`config.mk`:
```
export PLATFORM = sky130hd
export DESIGN_NAME = clock_period_monitor
export DESIGN_NICKNAME = d
export VERILOG_FILES = /design/src/rtl/clock_period_monitor.sv
export SDC_FILE = /design/constraint.sdc
export NUM_CORES = 1
export LEC_CHECK = 0
export ABC_AREA = 1
export CAP_MARGIN = 0
export CORE_UTILIZATION = 41
export DETAILED_ROUTE_END_ITERATION = 6
export MAX_ROUTING_LAYER = met4
export PLACE_DENSITY = 0.69
export SLEW_MARGIN = 5
export SYNTH_ARGS = -nofsm -noshare
export SYNTH_HDL_FRONTEND = slang
export SYNTH_SLANG_ARGS = --single-unit
```
`constraint.sdc`:
```
create_clock -name sys_clk -period 4.28 [get_ports sys_clk]
set_clock_uncertainty 0.1 [all_clocks]
set_input_delay 0.856 -clock sys_clk [delete_from_list [all_inputs] [get_ports sys_clk]]
set_output_delay 0.856 -clock sys_clk [all_outputs]
set_load 0.02 [all_outputs]
```
`src/rtl/clock_period_monitor.sv`:
```
// rtl/clock_period_monitor.sv - slow-clock period/high-time monitor; CLOCK_PERIOD_MONITOR_DUTY_CHECK_EN adds duty_ok
module clock_period_monitor #(
  parameter int EXPECTED_PERIOD_CYCLES = 100000000,
  parameter int TOLERANCE_CYCLES       = 2,
  localparam int TIMEOUT_CYCLES        = 2 * EXPECTED_PERIOD_CYCLES,
  localparam int W                     = $clog2(TIMEOUT_CYCLES + 1)
) (
  input  logic         sys_clk,
  input  logic         rstn,
  input  logic         clk_in,
  input  logic         enable,
  output logic [W-1:0] period_cycles,
  output logic [W-1:0] high_cycles,
  output logic         meas_valid,
  output logic         freq_ok,
  output logic         clk_lost
`ifdef CLOCK_PERIOD_MONITOR_DUTY_CHECK_EN
  ,
  output logic         duty_ok
`endif
);

  typedef enum logic [1:0] {IDLE, ACQUIRE, MEASURE, LOST} state_t;

  localparam logic [W-1:0]        TIMEOUT_W  = W'(TIMEOUT_CYCLES);
  localparam logic [W:0]          TIMEOUT_X  = (W+1)'(TIMEOUT_CYCLES);
  localparam logic signed [W:0]   EXPECTED_S = (W+1)'(EXPECTED_PERIOD_CYCLES);
  localparam logic signed [W:0]   TOL_S      = (W+1)'(TOLERANCE_CYCLES);

  state_t       state_q, state_d;
  logic         sync1_q, sync2_q, sync3_q;
  logic         rise_det, fall_det;
  logic [W-1:0] cnt;
  logic [W-1:0] hi_tmp, hi_tmp_d;
  logic         fall_seen, fall_seen_d;
  logic [W-1:0] period_d, high_d;
  logic         meas_valid_d, freq_ok_d, clk_lost_d;

  logic [W:0]        cnt_plus1;
  logic [W-1:0]      meas_period, meas_high;
  logic signed [W:0] per_err, per_mag;
  logic              in_tol;

`ifdef CLOCK_PERIOD_MONITOR_DUTY_CHECK_EN
  localparam logic signed [W+1:0] DUTY_TOL_S = (W+2)'(2 * TOLERANCE_CYCLES);
  logic signed [W+1:0] duty_err, duty_mag;
  logic                duty_in_tol, duty_ok_d;
`endif

  // Two-flop synchronizer on clk_in followed by a registered edge detector
  always_ff @(posedge sys_clk or negedge rstn) begin
    if (!rstn) begin
      sync1_q  <= 1'b0;
      sync2_q  <= 1'b0;
      sync3_q  <= 1'b0;
      rise_det <= 1'b0;
      fall_det <= 1'b0;
    end else begin
      sync1_q  <= clk_in;
      sync2_q  <= sync1_q;
      sync3_q  <= sync2_q;
      rise_det <= sync2_q & ~sync3_q;
      fall_det <= ~sync2_q & sync3_q;
    end
  end

  // Cycle counter since the last detected rise, saturating at the timeout
  always_ff @(posedge sys_clk or negedge rstn) begin
    if (!rstn) begin
      cnt <= '0;
    end else if (rise_det) begin
      cnt <= '0;
    end else if (cnt != TIMEOUT_W) begin
      cnt <= cnt + W'(1);
    end
  end

  // Candidate measurement values and tolerance checks for the current cycle
  always_comb begin
    cnt_plus1   = {1'b0, cnt} + (W+1)'(1);
    meas_period = cnt_plus1[W-1:0];
    meas_high   = fall_seen ? hi_tmp : '0;
    per_err     = $signed(cnt_plus1) - EXPECTED_S;
    per_mag     = per_err[W] ? -per_err : per_err;
    in_tol      = (per_mag <= TOL_S);
`ifdef CLOCK_PERIOD_MONITOR_DUTY_CHECK_EN
    duty_err    = $signed({1'b0, meas_high, 1'b0}) - $signed({2'b00, meas_period});
    duty_mag    = duty_err[W+1] ? -duty_err : duty_err;
    duty_in_tol = (duty_mag <= DUTY_TOL_S);
`endif
  end

  // Next-state and next-output logic; enable low overrides every state
  always_comb begin
    state_d      = state_q;
    hi_tmp_d     = hi_tmp;
    fall_seen_d  = fall_seen;
    period_d     = period_cycles;
    high_d       = high_cycles;
    meas_valid_d = 1'b0;
    freq_ok_d    = freq_ok;
    clk_lost_d   = clk_lost;
`ifdef CLOCK_PERIOD_MONITOR_DUTY_CHECK_EN
    duty_ok_d    = duty_ok;
`endif
    if (!enable) begin
      state_d    = IDLE;
      freq_ok_d  = 1'b0;
      clk_lost_d = 1'b0;
`ifdef CLOCK_PERIOD_MONITOR_DUTY_CHECK_EN
      duty_ok_d  = 1'b0;
`endif
    end else begin
      case (state_q)
        IDLE: state_d = ACQUIRE;
        ACQUIRE: begin
          if (rise_det) begin
            state_d     = MEASURE;
            hi_tmp_d    = '0;
            fall_seen_d = 1'b0;
          end
        end
        MEASURE: begin
          if (fall_det) begin
            hi_tmp_d    = meas_period;
            fall_seen_d = 1'b1;
          end
          // An edge landing on the timeout cycle is a normal measurement
          if (rise_det) begin
            period_d     = meas_period;
            high_d       = meas_high;
            meas_valid_d = 1'b1;
            freq_ok_d    = in_tol & fall_seen;
`ifdef CLOCK_PERIOD_MONITOR_DUTY_CHECK_EN
            duty_ok_d    = duty_in_tol;
`endif
            hi_tmp_d     = '0;
            fall_seen_d  = 1'b0;
          end else if (cnt_plus1 == TIMEOUT_X) begin
            state_d    = LOST;
            clk_lost_d = 1'b1;
            freq_ok_d  = 1'b0;
`ifdef CLOCK_PERIOD_MONITOR_DUTY_CHECK_EN
            duty_ok_d  = 1'b0;
`endif
          end
        end
        LOST: begin
          if (rise_det) begin
            state_d     = MEASURE;
            clk_lost_d  = 1'b0;
            hi_tmp_d    = '0;
            fall_seen_d = 1'b0;
          end
        end
        default: state_d = IDLE;
      endcase
    end
  end

  // State and output registers
  always_ff @(posedge sys_clk or negedge rstn) begin
    if (!rstn) begin
      state_q       <= IDLE;
      hi_tmp        <= '0;
      fall_seen     <= 1'b0;
      period_cycles <= '0;
      high_cycles   <= '0;
      meas_valid    <= 1'b0;
      freq_ok       <= 1'b0;
      clk_lost      <= 1'b0;
`ifdef CLOCK_PERIOD_MONITOR_DUTY_CHECK_EN
      duty_ok       <= 1'b0;
`endif
    end else begin
      state_q       <= state_d;
      hi_tmp        <= hi_tmp_d;
      fall_seen     <= fall_seen_d;
      period_cycles <= period_d;
      high_cycles   <= high_d;
      meas_valid    <= meas_valid_d;
      freq_ok       <= freq_ok_d;
      clk_lost      <= clk_lost_d;
`ifdef CLOCK_PERIOD_MONITOR_DUTY_CHECK_EN
      duty_ok       <= duty_ok_d;
`endif
    end
  end

endmodule
```
-- After elaboration in Yosys (flattened, before gate mapping)
Cells that the tools add are included.
- output and inout port bits: 59
- register bits after elaboration: 123
- input bits: 4
- word-level logic and storage cells: 75
- eq/ne operators: 14
- muxes and demuxes: 28
- reductions and logical operators: 9
- bitwise logic cells: 5
- add/sub/neg operators: 4
- magnitude comparators: 1
- operators with widths (kind ; count):
    $mux W28 ; 6
    $pmux W28 S2 ; 1
    $add A28 B1 Y29 const B ; 1
    $eq A29 B28 Y1 const B ; 1
    $le A29 B3 Y1 const B ; 1
    $mux W29 ; 1
    $neg A29 Y29 ; 1
    $sub A29 B28 Y29 const B ; 1
    $add A28 B1 Y28 const B ; 1
    $ne A28 B28 Y1 const B ; 1
    $mux W1 ; 13
    $ne A3 B3 Y1 const B ; 4
    $mux W2 ; 4
    $reduce_and A4 Y1 ; 2
    $ne A3 B1 Y1 const B ; 2
    $pmux W2 S3 ; 1
    $reduce_and A3 Y1 ; 2
    $eq A2 B2 Y1 const B ; 2
    $ne A2 B1 Y1 const B ; 2
    $pmux W1 S2 ; 2
    $reduce_bool A2 Y1 ; 2
    $and A1 B1 Y1 ; 3
    $ne A3 B2 Y1 const B ; 1
    $eq A2 B1 Y1 const B ; 1
    other kinds (4) ; 5

-- Logic depth before layout (Yosys ltp)
- word-level depth: 9
- mapped depth: 27
- mapped depth without buffers: 27

-- Worst setup path before layout
Ideal clock, no wire load.
- path type: register to register
- start: reg cnt[0]
- end: reg freq_ok
- path buffers: 0
- setup slack: 1.201 ns
- cell stages (with the launch flop): 24
- setup time: 0.065 ns
- period minus slack after synthesis: 3.079 ns
- arrival: 2.914 ns
- required time: 4.115 ns
- cell sequence: dfrtp_1 ha_1 nand2_2 nor2_8 nand2_4 nand2_1 nand2_4 ha_1 nand3_2 nor2_4 nand2_4 nand2_1 nor2_1 nand3_2 nor2_4 nand2_2 nand2_1 xor2_1 nand2_1 nor2_1 nand2_1 nor2_1 nand3_1 nand2_1
- cells in the longest elaborated chain, start to end: 9
- elaborated cells between the ends (all ways): 12
- those cells by class: 3 x add/sub; 1 x order compare; 2 x eq/ne; 4 x mux; 1 x bitwise; 1 x reduce/logical
- ends and longest elaborated chain (item ; line ; source):
    start: declaration ; 33 ; logic [W-1:0] cnt;
    start signal: assignment ; 74 ; cnt <= cnt + W'(1);
    $add A28 B1 Y29 (*) ; 80 ; cnt_plus1 = {1'b0, cnt} + (W+1)'(1);
    $sub A29 B28 Y29 ; 83 ; per_err = $signed(cnt_plus1) - EXPECTED_S;
    $neg A29 Y29 ; 84 ; per_mag = per_err[W] ? -per_err : per_err;
    $mux W29 ; 84 ;
    $le A29 B3 Y1 ; 85 ; in_tol = (per_mag <= TOL_S);
    $and A1 B1 Y1 ; 133 ; freq_ok_d = in_tol & fall_seen;
    $mux W1 ; 129 ; if (rise_det) begin
    $mux W1 ; 114 ; case (state_q)
    $mux W1 ; 106 ; if (!enable) begin
    end signal: assignment ; 182 ; freq_ok <= freq_ok_d;
    end: declaration ; 15 ; output logic freq_ok,
Every way passes the cells marked *; elsewhere a longest branch is shown, timed or not. The select of a mux whose other input is x is not followed.
A chain may end at the register's enable or synchronous reset.

-- Worst setup path after layout
Ends and elaborated chain as after synthesis.

==> flow_summary.json <==
{
  "min_from": "sync1_q",
  "synth_seq_cells": 123,
  "synth_xor_area_share_pct": 2.230,
  "die_width_um": 136.4,
  "clk_latency_ns": 0.42,
  "path_clk_slew_ns": 0.06,
  "fmax_mhz": 268.5,
  "critical_path_buf_inv_count": 0,
  "hpwl_um": 14590,
  "yosys_most_used_dff": "dfrtp_1",
  "tightestPinTransition_ns": 0.7831,
  "drtPass1Iterations": 5,
  "grt_max_degree": 124,
  "final_layout_size_suffix_gt1_share_pct": 14.75,
  "synthArstFlopShare_pct": 100.0,
  "drt_wl_total_um": 19770,
  "yosys-top-cells-area": "dfrtp_1 (42%), nand2_1 (14%), nor2_1 (5.5%)",
  "synth_largest_area_cell": "dfrtp_1",
  "vias": 6759,
  "gr-total-overflow": 0,
  "post_cts_buffers": 0,
  "cp_slowest_cell": "dfrtp_1",
  "grt_pass1_vias": 6517,
  "antenna_found_initial": 0,
  "crit_chain": "ha_1, nand2_2, nor2_8, nand2_4, nand2_1, nand2_4, ha_1, nand3_2, nor2_4, nand2_4, nand4_2, nand2_4, nand2_4, nand2_2, nand2_2, nand2_2, nand2_1, nand3_1, nor2_1, o21ai_1, nor2_1, nand3_1, nand2_1",
  "outcome": "completed",
  "clockBufferDepth": 2,
  "total_power_mw": 3.243,
  "finalSetupViolations": 0,
  "slew_headroom_pct": 47.73,
  "start_kind": "register",
  "root_buffer": "clkbuf_16",
  "post-route-drc-count": 0,
  "r2r_start": "cnt[0]",
  "maxCapViolations": 0,
  "rrSetupSlack_ns": 0.56,
  "syn-instance-count": 993,
  "hold_class": "register to register",
  "synth-compound-area-share_pct": 8.550,
  "htreeDepth": 4,
  "cts_made_buffers": 17,
  "dieArea_mm2": 0.01860,
  "yosysUniqueCellTypes": 37,
  "hold_violations": 0,
  "grt_pass1_wl_um": 33210,
  "crit_start": "cnt[0]",
  "critical_path_class": "register to register",
  "rsz0062_at_grt": "no",
  "power.density_mw_per_mm2": 367.1,
  "synth_top_area_share_pct": 41.57,
  "synth_top_family_by_area": "simple AND/OR/NAND/NOR gates",
  "vias_per_cell": 5.215,
  "crit_family": "simple AND/OR/NAND/NOR gates",
  "drt_iter0_markers": 606,
  "period_needed_ns": 3.725,
  "ir_drop_mv": 0.2587,
  "synth_edf_count": 0,
  "max_stage_delay_ns": 0.50,
  "post_drt_wl_per_cell_um": 15.26,
  "postRouteAntennaNets": 0,
  "arrival_ns": 3.94,
  "synth.avg_cell_area_um2": 7.457,
  "ys_seq_area_share_pct": 41.57,
  "cts_tree": "built",
  "fin_crit_sh_pct": 87.03,
  "fill_cells": 1735,
  "end_kind": "register",
  "cts_resized": 0,
  "synth_fa_ha_area_share_pct": 1.183,
  "area_growth_pct": 19.31,
  "ios": 63,
  "n_antenna_cell": 0,
  "synth_nets": 1004,
  "ys_warn_count": 0,
  "synthSimpleGateAreaFrac_pct": 38.76,
  "core_area_mm2": 0.01748,
  "die_h_um": 136.4,
  "leakagePower_nw": 4.176,
  "cts_hold_buf": 0,
  "rows": 48,
  "synthMuxAreaShare_pct": 0,
  "portBuffers": 62,
  "crit_required_ns": 4.49,
  "finalWeightedCongestion": 0.9841,
  "synth.cell_area_mm2": 0.007405,
  "setup-tns-final_ns": 0,
  "crit_top_cell": "nand2_4",
  "grt_usage_pct": 24.09,
  "path_max_fanout": 20,
  "finalNetCount": 1069,
  "initial_core_util_pct": 42.37,
  "cts.sink_count": 123,
  "maxSlewViolCount": 0
}
==> area by class of cell <==
| cell class | count | area (µm²) | share of cell area, % |
|---|---|---|---|
| clock buffer | 19 | 452.9 | 5.127 |
| multi-input combinational | 727 | 3760 | 42.56 |
| sequential | 123 | 3078 | 34.84 |
| timing repair buffer | 70 | 690.7 | 7.818 |
| tap | 225 | 281.5 | 3.187 |
| clock inverter | 13 | 117.6 | 1.331 |
| inverter | 119 | 454.2 | 5.141 |
==> placed cells by master (no fill, tap or decap), types with 6 or more instances in the layout <==
master           synthesis  final
nand4_1                 18     18
dfrtp_1                123    123
nor3_1                   6      6
nand2_4                 12     12
nand3_2                 13     13
nor2_2                  21     21
o22ai_1                 30     30
buf_4                    1      8
xor2_1                  13     13
inv_2                   11     12
nor2_4                  11     11
clkbuf_16                0     17
nand3_1                 78     78
nand2_1                271    271
clkdlybuf4s50_1          0     61
ha_1                     7      7
o21ai_0                 70     70
nor2_1                 108    108
o21ai_1                  7      7
nand2_2                 33     33
inv_1                  106    105
==> layer usage <==
metal  track usage (%)  vias to the layer above  wire length [µm]
met5                 -                        -                 0
met4             9.198                        0               348
met3             4.773                       29              1336
met2             36.58                      208              9153
met1             31.58                     3209              8934
li1                  -                     3313                 -
==> Yosys cell counts, types with 2 or more instances <==
cell type  instances
clkbuf_1          19
a21oi_1            2
inv_2             11
dfrtp_1          123
o22ai_1           30
nor3_1             6
nor2_8             4
nor2_2            21
nand2_4           12
nor2_4            11
nand3_2           13
nand4_1           18
buf_6              3
nand3_1           78
o21ai_0           70
nand3_4            2
xor2_1            13
nor2_1           108
nand2_1          271
nand2_2           33
ha_1               7
xnor2_1            4
nor4_1             4
o21ai_1            7
o21ai_2            4
nand3b_1           3
inv_1            106
==> path summary, 6_finish.rpt <==
path,end,cells past startpoint
max,freq_ok,23
max reg2reg,freq_ok,23
min reg2reg,sync2_q,0
min,sync2_q,0
min in group asynchronous,period_cycles[14],2
max in group asynchronous,cnt[20],2
==> where the power goes <==
part	switching (mW)	internal [mW]
Clock	0.533	0.831
Combinational	0.348	0.204
Sequential	0.0696	1.26
==> stage by stage <==
stage | cell area [µm²] | hold WS (ns) | util [%] | instances | worst slack [ns]
floorplan | 7405 | 0.2312 | - | 993 | 1.201
global placement | 8264 | 0.2415 | 47.29 | 1264 | 0.6578
detailed placement | 8264 | 0.2405 | 47.29 | 1264 | 0.5924
CTS | 8835 | 0.2547 | 50.55 | 1296 | 0.5785
global route | 8835 | 0.2569 | 50.55 | 1296 | 0.2041
finish | 8835 | 0.2514 | 50.55 | 1296 | 0.5551
==> state kept, by name (all words and copies together), names as in the netlist <==
signal,flops
hi_tmp,28
period_cycles,28
rise_det,1
fall_seen,1
sync1_q,1
clk_lost,1
sync3_q,1
meas_valid,1
sync2_q,1
fall_det,1
freq_ok,1
high_cycles,28
cnt,28
state_q,2
==> kinds of logic (layout without fill, tap and decap cells) <==
kind of cell	count (synthesis)	after routing
buffers and inverters	143	221
AOI/OAI and AO/OA	115	115
adders and majority gates	7	7
and+or+nand+nor	587	587
DFF	123	123
xor gates and xnor gates	18	18
==> worst register-to-register path, cell delays in order, from the launching register on <==
cell and delay (ns):
dfrtp_1 0.50, ha_1 0.31, nand2_2 0.15, nor2_8 0.18, nand2_4 0.09, nand2_1 0.10
nand2_4 0.11, ha_1 0.24, nand3_2 0.12, nor2_4 0.05, nand2_4 0.09, nand4_2 0.14
nand2_4 0.11, nand2_4 0.06, nand2_2 0.08, nand2_2 0.10, nand2_2 0.36, nand2_1 0.14
nand3_1 0.11, nor2_1 0.05, o21ai_1 0.23, nor2_1 0.08, nand3_1 0.08, nand2_1 0.04
(Power assumes the default switching activity.)
